## src/rtl/seq_divider_pkg.sv

```systemverilog
// Shared types and constants for the sequential restoring divider.
// The state encoding and the default datapath width live here.
package seq_divider_pkg;

    localparam int WIDTH_DEF = 16;

    function automatic int cnt_width(input int w);
        return $clog2(w + 1);
    endfunction

    localparam int CNT_W = cnt_width(WIDTH_DEF);

    typedef enum logic [1:0] {
        IDLE,
        CALC,
        DONE
    } state_t;

endpackage

```

## src/rtl/seq_divider_div_step.sv

```systemverilog
// One restoring-division iteration: shift in a dividend bit,
// then subtract the divisor when it fits.
module div_step #(
    parameter int WIDTH = 16
) (
    input  logic [WIDTH-1:0] r,
    input  logic             nbit,
    input  logic [WIDTH-1:0] d,
    output logic [WIDTH-1:0] r_nxt,
    output logic             qbit
);

    logic [WIDTH:0] t;

    assign t = {r, nbit};

    // The partial remainder is always below d, so the result fits in WIDTH bits
    always_comb begin
        qbit  = (t >= {1'b0, d});
        r_nxt = qbit ? (t[WIDTH-1:0] - d) : t[WIDTH-1:0];
    end

endmodule

```

## src/rtl/seq_divider.sv

```systemverilog
// Iterative 2W/W unsigned divider, one quotient bit per clock,
// with valid/ready handshakes on both sides.
module seq_divider
    import seq_divider_pkg::*;
#(
    parameter int WIDTH = WIDTH_DEF
) (
    input  logic               clk,
    input  logic               rst_n,
    input  logic               in_valid,
    output logic               in_ready,
    input  logic [2*WIDTH-1:0] dividend,
    input  logic [WIDTH-1:0]   divisor,
    output logic               out_valid,
    input  logic               out_ready,
    output logic [WIDTH-1:0]   quotient,
    output logic [WIDTH-1:0]   remainder,
    output logic               div_by_zero,
    output logic               overflow
);

    localparam int CW = cnt_width(WIDTH);

    state_t           state, state_nxt;
    logic [WIDTH-1:0] r;
    logic [WIDTH-1:0] l;
    logic [WIDTH-1:0] dsr;
    logic [CW-1:0]    cnt;
    logic [WIDTH-1:0] r_nxt;
    logic             qbit;
    logic [WIDTH-1:0] hi;
    logic [WIDTH-1:0] lo;
    logic             accept;
    logic             fire;
    logic             last_iter;
    logic             dz_in;
    logic             ov_in;

    assign hi        = dividend[2*WIDTH-1:WIDTH];
    assign lo        = dividend[WIDTH-1:0];
    assign in_ready  = (state == IDLE);
    assign accept    = in_valid && in_ready;
    assign fire      = out_valid && out_ready;
    assign last_iter = (cnt == CW'(WIDTH - 1));
    assign dz_in     = (divisor == '0);
    assign ov_in     = (hi >= divisor);

    div_step #(
        .WIDTH(WIDTH)
    ) u_step (
        .r    (r),
        .nbit (l[WIDTH-1]),
        .d    (dsr),
        .r_nxt(r_nxt),
        .qbit (qbit)
    );

    always_ff @(posedge clk or negedge rst_n) begin
        if (!rst_n) state <= IDLE;
        else        state <= state_nxt;
    end

    always_comb begin
        state_nxt = state;
        unique case (state)
            IDLE: begin
                if (accept) begin
                    if (dz_in || ov_in) state_nxt = DONE;
                    else                state_nxt = CALC;
                end
            end
            CALC: begin
                if (last_iter) state_nxt = DONE;
            end
            DONE: begin
                if (fire) state_nxt = IDLE;
            end
            default: state_nxt = IDLE;
        endcase
    end

    // out_valid rises one edge after entering DONE and drops on the taking edge
    always_ff @(posedge clk or negedge rst_n) begin
        if (!rst_n) begin
            out_valid   <= 1'b0;
            r           <= '0;
            l           <= '0;
            dsr         <= '0;
            cnt         <= '0;
            quotient    <= '0;
            remainder   <= '0;
            div_by_zero <= 1'b0;
            overflow    <= 1'b0;
        end else begin
            out_valid <= (state == DONE) && !fire;
            if (accept) begin
                div_by_zero <= 1'b0;
                overflow    <= 1'b0;
                dsr         <= divisor;
                cnt         <= '0;
                if (dz_in) begin
                    quotient    <= '1;
                    remainder   <= lo;
                    div_by_zero <= 1'b1;
                end else if (ov_in) begin
                    quotient  <= '1;
                    remainder <= '0;
                    overflow  <= 1'b1;
                end else begin
                    r <= hi;
                    l <= lo;
                end
            end
            if (state == CALC) begin
                r   <= r_nxt;
                l   <= {l[WIDTH-2:0], qbit};
                cnt <= cnt + CW'(1);
                if (last_iter) begin
                    quotient  <= {l[WIDTH-2:0], qbit};
                    remainder <= r_nxt;
                end
            end
        end
    end

endmodule

```

## config.mk

```make
export PLATFORM = sky130hd
export DESIGN_NAME = seq_divider
export DESIGN_NICKNAME = d
export VERILOG_FILES = /design/src/rtl/seq_divider_pkg.sv /design/src/rtl/seq_divider_div_step.sv /design/src/rtl/seq_divider.sv
export SDC_FILE = /design/constraint.sdc
export NUM_CORES = 1
export LEC_CHECK = 0
export ABC_AREA = 0
export CAP_MARGIN = 20
export CORE_MARGIN = 2
export CORE_UTILIZATION = 55
export CTS_CLUSTER_DIAMETER = 100
export DETAILED_ROUTE_END_ITERATION = 7
export GPL_TIMING_DRIVEN = 1
export PLACE_DENSITY = 0.81
export SLEW_MARGIN = 20
export SYNTH_ARGS = -nofsm -noshare
export SYNTH_HDL_FRONTEND = slang
export SYNTH_HIERARCHICAL = 1
export SYNTH_SLANG_ARGS = --single-unit
```

## constraint.sdc

```tcl
create_clock -name clk -period 3.3 [get_ports clk]
set_input_delay 0.825 -clock clk [delete_from_list [all_inputs] [get_ports clk]]
set_output_delay 0.825 -clock clk [all_outputs]
set_load 0.02 [all_outputs]
```

Word-level counts from Yosys, hierarchy flattened
Cells that the tools add are included.
W data, S select, Z words.
{"block": "word_totals", "reg_bits": 90, "latch_bits": 0, "ram_bits": 0, "rom_bits": 0, "inputBits": 52, "out_inout_bits": 36, "wordCells": 61, "memories": 0}
{"block": "op_classes", "addsub": 2, "multipliers": 0, "n_div": 0, "n_lt_le_gt_ge": 2, "eq_ne": 8, "shift": 0, "muxes": 29, "n_bitwise": 0, "n_reduce_logical": 10}
{"op": "$mux W16", "n": 19}
{"op": "$ge A17 B16 Y1", "n": 1}
{"op": "$ge A16 B16 Y1", "n": 1}
{"op": "$logic_not A16 Y1", "n": 1}
{"op": "$sub A16 B16 Y16", "n": 1}
{"op": "$mux W5", "n": 2}
{"op": "$mux W2", "n": 4}
{"op": "$ne A2 B1 Y1 const B", "n": 3}
{"op": "$pmux W2 S3", "n": 1}
{"op": "$reduce_and A3 Y1", "n": 2}
{"op": "$add A5 B1 Y5 const B", "n": 1}
{"op": "$eq A5 B4 Y1 const B", "n": 1}
{"op": "$ne A2 B2 Y1 const B", "n": 2}
{"op": "$logic_and A1 B1 Y1", "n": 3}
{"op": "$mux W1", "n": 3}
{"op": "$eq A2 B1 Y1 const B", "n": 1}
{"op": "$eq A2 B2 Y1 const B", "n": 1}
{"op": "$logic_not A2 Y1", "n": 1}
{"op": "$reduce_bool A2 Y1", "n": 1}
{"op": "$logic_not A1 Y1", "n": 1}
{"op": "$logic_or A1 B1 Y1", "n": 1}

Depth between registers and ports, before layout
{"block": "depth", "word_depth": 6, "depth_mapped": 13, "mapped_depth_nobuf": 11}

Modules after synthesis
Netlist, hierarchy kept.
{"module": "seq_divider", "n_inst": 1, "cells_per_inst": 463, "area_each_um2": 4483.0, "seq_area_each_um2": 2252.2}
{"module": "div_step", "n_inst": 1, "cells_per_inst": 158, "area_each_um2": 1158.6, "seq_area_each_um2": 0.0}

Least setup slack after synthesis
OpenSTA, ideal clock, no wires.
{"block": "synth_timing", "kind": "register -> register", "startpoint": "register r[7]", "endpoint": "register remainder[15]", "setup_ps": 133, "arrival_time_ps": 2697, "required_time_ps": 3167, "path_slack_ps": 470, "path_stages_with_launch": 12, "path_buffers": 1, "synth_period_minus_slack_ps": 2830, "path_cell_list": "dfrtp_1 > ha_1 > a21oi_2 > o21ai_2 > a221o_1 > a221oi_4 > and2_4 > buf_8 > inv_6 > mux2_4 > a22oi_1 > o21ai_1"}
{"block": "synth_via", "elab_chain_len": 4, "elab_cells_between_ends": 5, "cone_classes": "add/sub: 1; order compare: 1; mux: 3"}
{"element": "from (decl)", "line": "seq_divider.sv:25", "text": "logic [WIDTH-1:0] r;"}
{"element": "from (signal assigned)", "line": "seq_divider.sv:110", "text": "r <= hi;"}
{"element": "from (signal assigned)", "line": "seq_divider.sv:115", "text": "r <= r_nxt;"}
{"element": "$ge A17 B16 Y1", "line": "seq_divider_div_step.sv:19", "text": "qbit = (t >= {1'b0, d});"}
{"element": "named net qbit", "line": "seq_divider.sv:30", "text": "logic qbit;"}
{"element": "$mux W16", "line": "seq_divider_div_step.sv:20", "text": "r_nxt = qbit ? (t[WIDTH-1:0] - d) : t[WIDTH-1:0];"}
{"element": "named net r_nxt[15]", "line": "seq_divider.sv:29", "text": "logic [WIDTH-1:0] r_nxt;"}
{"element": "$mux W16", "line": "seq_divider.sv:118", "text": "if (last_iter) begin"}
{"element": "$mux W16", "line": "seq_divider.sv:114", "text": "if (state == CALC) begin"}
{"element": "to (signal assigned)", "line": "seq_divider.sv:103", "text": "remainder <= lo;"}
{"element": "to (signal assigned)", "line": "seq_divider.sv:120", "text": "remainder <= r_nxt;"}
{"element": "to (decl)", "line": "seq_divider.sv:17", "text": "output logic [WIDTH-1:0] remainder,"}
The timed path passes the listed nets, and every way through them passes these cells.
A chain may end at the register's enable or synchronous reset.

Final worst setup path
{"block": "layout_timing", "startpoint": "register dsr[8]", "endpoint": "register remainder[15]"}
{"block": "layout_via", "elab_chain_len": 4, "elab_cells_between_ends": 5, "cone_classes": "add/sub: 1; order compare: 1; mux: 3"}
{"element": "from (decl)", "line": "seq_divider.sv:27", "text": "logic [WIDTH-1:0] dsr;"}
{"element": "from (signal assigned)", "line": "seq_divider.sv:99", "text": "dsr <= divisor;"}
{"element": "$ge A17 B16 Y1", "line": "seq_divider_div_step.sv:19"}
{"element": "named net qbit", "line": "seq_divider.sv:30"}
{"element": "$mux W16", "line": "seq_divider_div_step.sv:20"}
{"element": "named net r_nxt[15]", "line": "seq_divider.sv:29"}
{"element": "$mux W16", "line": "seq_divider.sv:118"}
{"element": "$mux W16", "line": "seq_divider.sv:114"}
The timed path passes the listed nets, and every way through them passes these cells.

==> summary.md <==
| Metric | Value |
|---|---|
| Status | completed |
| Crit share post-route | 92.68% |
| Clock slew at reported path FFs | 0.10 ns |
| Area post-placement | 6685 um^2 |
| Post-synth EDFFs | 0 |
| Core Box Area | 9864 um^2 |
| Final HPWL DP | 11.60 mm |
| Finished Layout Cells | 843 |
| Placed insts | 827 |
| Worst-margin pin slew | 0.6599 ns |
| First-pass GRT wire length | 25.42 mm |
| All-layer global routing usage | 29.12% |
| Wirelength, routed | 15.40 mm |
| Hold-fix buffer count after cts | 0 |
| Met3 global-route usage | 3.216% |
| Layout Nets | 792 |
| Vias per cell | 6.076 |
| Setup total negative slack | 0 ns |
| Grt met1 use | 41.84% |
| RSZ-0062 raised after global routing | no |
| Diodes inserted | 0 |
| Synthesized cell area | 5642 um^2 |
| Top Family by Delay on Critical Path | compound AO/OA/AOI/OAI gates |
| Max_cap viols | 0 |
| Final Max Tran Viols | 0 |
| Hold Fails Final Rpt | 0 |
| Drt drc | 0 |
| Clock Tree Buf Depth | 2 |
| Number of cell rows | 36 |
| Critical-path maximum fanout | 10 |
| Worst reg2reg path depth | 11 |
| Pin count of the biggest net entering global routing | 54 |
| Vias | 5122 |
| Worst path arrival time | 3.32 ns |
| Setup-failing EPs final | 0 |
| Met2 usage | 45.30% |
| Setup Buffers After CTS | 0 |
| Vias in the first global route | 4945 |
| Initial antenna violation count | 0 |
| Crit. path cell count | 11 |
| CP max stage delay | 0.40 ns |
| Min-Delay Path Class | in -> async |
| CTS sink count | 90 |
| Number of I/O port buffers | 87 |
| H-tree depth | 3 |
| Worst ir drop on vdd | 0.4407 mV |
| Rel. slew slack | 55.90% |
| Buf/Inv on CP | 2 |
| Reg2Reg Setup Slack | 0.24 ns |
| Sequential element share of the synthesized area | 39.92% |
| Clock root buffer | clkbuf_8 |
| Initial Util | 57.19% |
| Req. time, crit path | 3.56 ns |
| Skew-Pair Late Insertion Delay | 0.38 ns |
| Crit path capture type | register |
| Mean Syn Cell Area | 9.085 um^2 |
| Router iterations before antenna repair | 5 |
| Fmax | 327.0 MHz |
| Gpl congestion | 0.9167 |
| Avg WL per Cell | 18.26 um |
| Power per cell area | 1050 nW/um^2 |
| Synth warn | 6 |
| Area added between synthesis and finish | 22.64% |
| Global routing's busiest layer | met2 |
| Place WS | -0.03093 ns |
| Worst path cell trace | inv_1 > ha_1 > a21oi_2 > o21ai_2 > a221o_1 > a221oi_4 > and2_4 > inv_6 > mux2_4 > a22oi_1 > o21ai_1 |
| Die Width | 105.3 um |
| Die Y | 105.3 um |
| Resized Gates After CTS | 0 |
| Synth Register Bits | 90 |
| Netlist cell types | 64 |
| Min cycle time layout | 3.058 ns |
| Total gr overflow | 0 |
| Syn Nets | 708 |
| Post-layout util | 70.14% |
| LEAKAGE | 3.046 nW |
| Top FF cell, synth | dfrtp_1 |
| Final Skew | 0.01268 ns |
| Crit-path slowest cell | a221o_1 |
| Iter 0 DRT Violations | 432 |
| Critical path type | reg -> reg |
| Die ar. | 11080 um^2 |
| TritonCTS Buffers | 9 |
| CTS tree | done |
| Layout cells sized above 1 | 11.41% |
| Asr flop ratio synth | 100.0% |
| Hold WS | 0.4315 ns |
| I/O Pins | 88 |
| CP Launch Type | register |
| Final worst slack | 0.2416 ns |
| Syn Inst Count | 621 |
| Post-route cell area | 6919 um^2 |
| Final total power | 7.265 mW |
| Remaining antenna violation count | 0 |
[cell usage in the layout (no fill, tap or decap), drive strengths merged, types with 3 or more instances in the layout]
cell            n
inv            57
o221ai         14
xnor2           5
clkbuf          9
mux2            8
nor2b           3
a22oi          30
nand3          10
nor4            5
nand4          39
o31ai           5
a31o            3
o211ai         21
o21ai          54
a31oi           3
a21oi          10
a211o           3
nor2           35
and3            5
nand2          99
ha             34
a21boi          3
a211oi          6
and2            5
o21a            3
clkdlybuf4s50  86
buf            25
a21o            8
nand2b          3
xor2            4
dfrtp          90
[layer usage]
layer	vias to the layer above	wire (um)
met4	0	321
met3	23	1083
met2	244	7022
met5	-	0
li1	2409	-
met1	2446	6970
[flip-flops by register name, summed over array words and instances (netlist names)]
| signal | count |
|---|---|
| overflow | 1 |
| state | 2 |
| dsr | 16 |
| out_valid | 1 |
| r | 16 |
| quotient | 16 |
| l | 16 |
| div_by_zero | 1 |
| cnt | 5 |
| remainder | 16 |
[power breakdown]
part           total [mW]  leakage [nW]  internal (mW)  switching (mW)
sequential           1.84          1.08           1.54           0.300
clock               0.888         0.115          0.443           0.445
combinational        4.53          1.86           1.95            2.59
[Yosys cell counts, types with 3 or more instances]
| library cell | count | area share (%) |
|---|---|---|
| a211o_1 | 3 | 0.47 |
| a211oi_1 | 6 | 0.80 |
| a21o_1 | 8 | 1.1 |
| a21oi_1 | 7 | 0.62 |
| a21oi_2 | 3 | 0.47 |
| a22oi_1 | 30 | 4.0 |
| and2_1 | 4 | 0.44 |
| and3_1 | 5 | 0.55 |
| buf_6 | 3 | 0.60 |
| clkbuf_1 | 28 | 1.9 |
| dfrtp_1 | 90 | 40 |
| ha_1 | 34 | 7.5 |
| inv_1 | 53 | 3.5 |
| mux2_4 | 7 | 1.9 |
| nand2_1 | 99 | 6.6 |
| nand2b_1 | 3 | 0.33 |
| nand3_1 | 10 | 0.89 |
| nand4_1 | 39 | 4.3 |
| nor2_1 | 35 | 2.3 |
| nor2b_1 | 3 | 0.33 |
| nor4_1 | 4 | 0.44 |
| o211ai_1 | 12 | 1.6 |
| o211ai_2 | 9 | 2.0 |
| o21a_1 | 3 | 0.40 |
| o21ai_0 | 32 | 2.8 |
| o21ai_1 | 21 | 1.9 |
| o221ai_1 | 3 | 0.47 |
| o221ai_2 | 11 | 2.9 |
| o31ai_1 | 5 | 0.67 |
| xnor2_1 | 5 | 0.78 |
| xor2_1 | 4 | 0.62 |
[worst paths after layout]
kind                            startpoint            end
worst max-delay path                dsr[8]  remainder[15]
worst min-delay path                 rst_n    quotient[7]
worst max register to register      dsr[8]  remainder[15]
worst min register to register      dsr[4]         dsr[4]
max in group asynchronous            rst_n          r[10]
min in group clk                    dsr[4]         dsr[4]
[final cells by class]
class	count	area (um^2)
multi-input combinational	438	2994
tap	133	166.4
sequential	90	2252
clock buffer	9	123.9
fill	796	2945
timing repair buffer	111	1061
inverter	55	211.5
clock inverter	7	110.1
[worst register-to-register path, stage by stage (launching register included)]
cell and delay [ns]:
dfrtp_1 0.36, inv_1 0.07, ha_1 0.38, a21oi_2 0.25, o21ai_2 0.11, a221o_1 0.40, a221oi_4 0.30, and2_4 0.27
inv_6 0.11, mux2_4 0.33, a22oi_1 0.24, o21ai_1 0.12
[logic make-up (layout without fill, tap and decap cells)]
kind of cell | after synthesis | after routing | synth area share (%)
AND/OR/NAND/NOR | 212 | 212 | 17.61
AO/OA/AOI/OAI | 173 | 173 | 23.89
buffers and inverters | 93 | 182 | 7.052
flip-flops | 90 | 90 | 39.92
adder cells (fa/ha/maj) | 35 | 35 | 7.895
XOR/XNOR | 9 | 9 | 1.397
multiplexers | 9 | 9 | 2.240
Note: power is estimated with default switching activity, not from simulation.
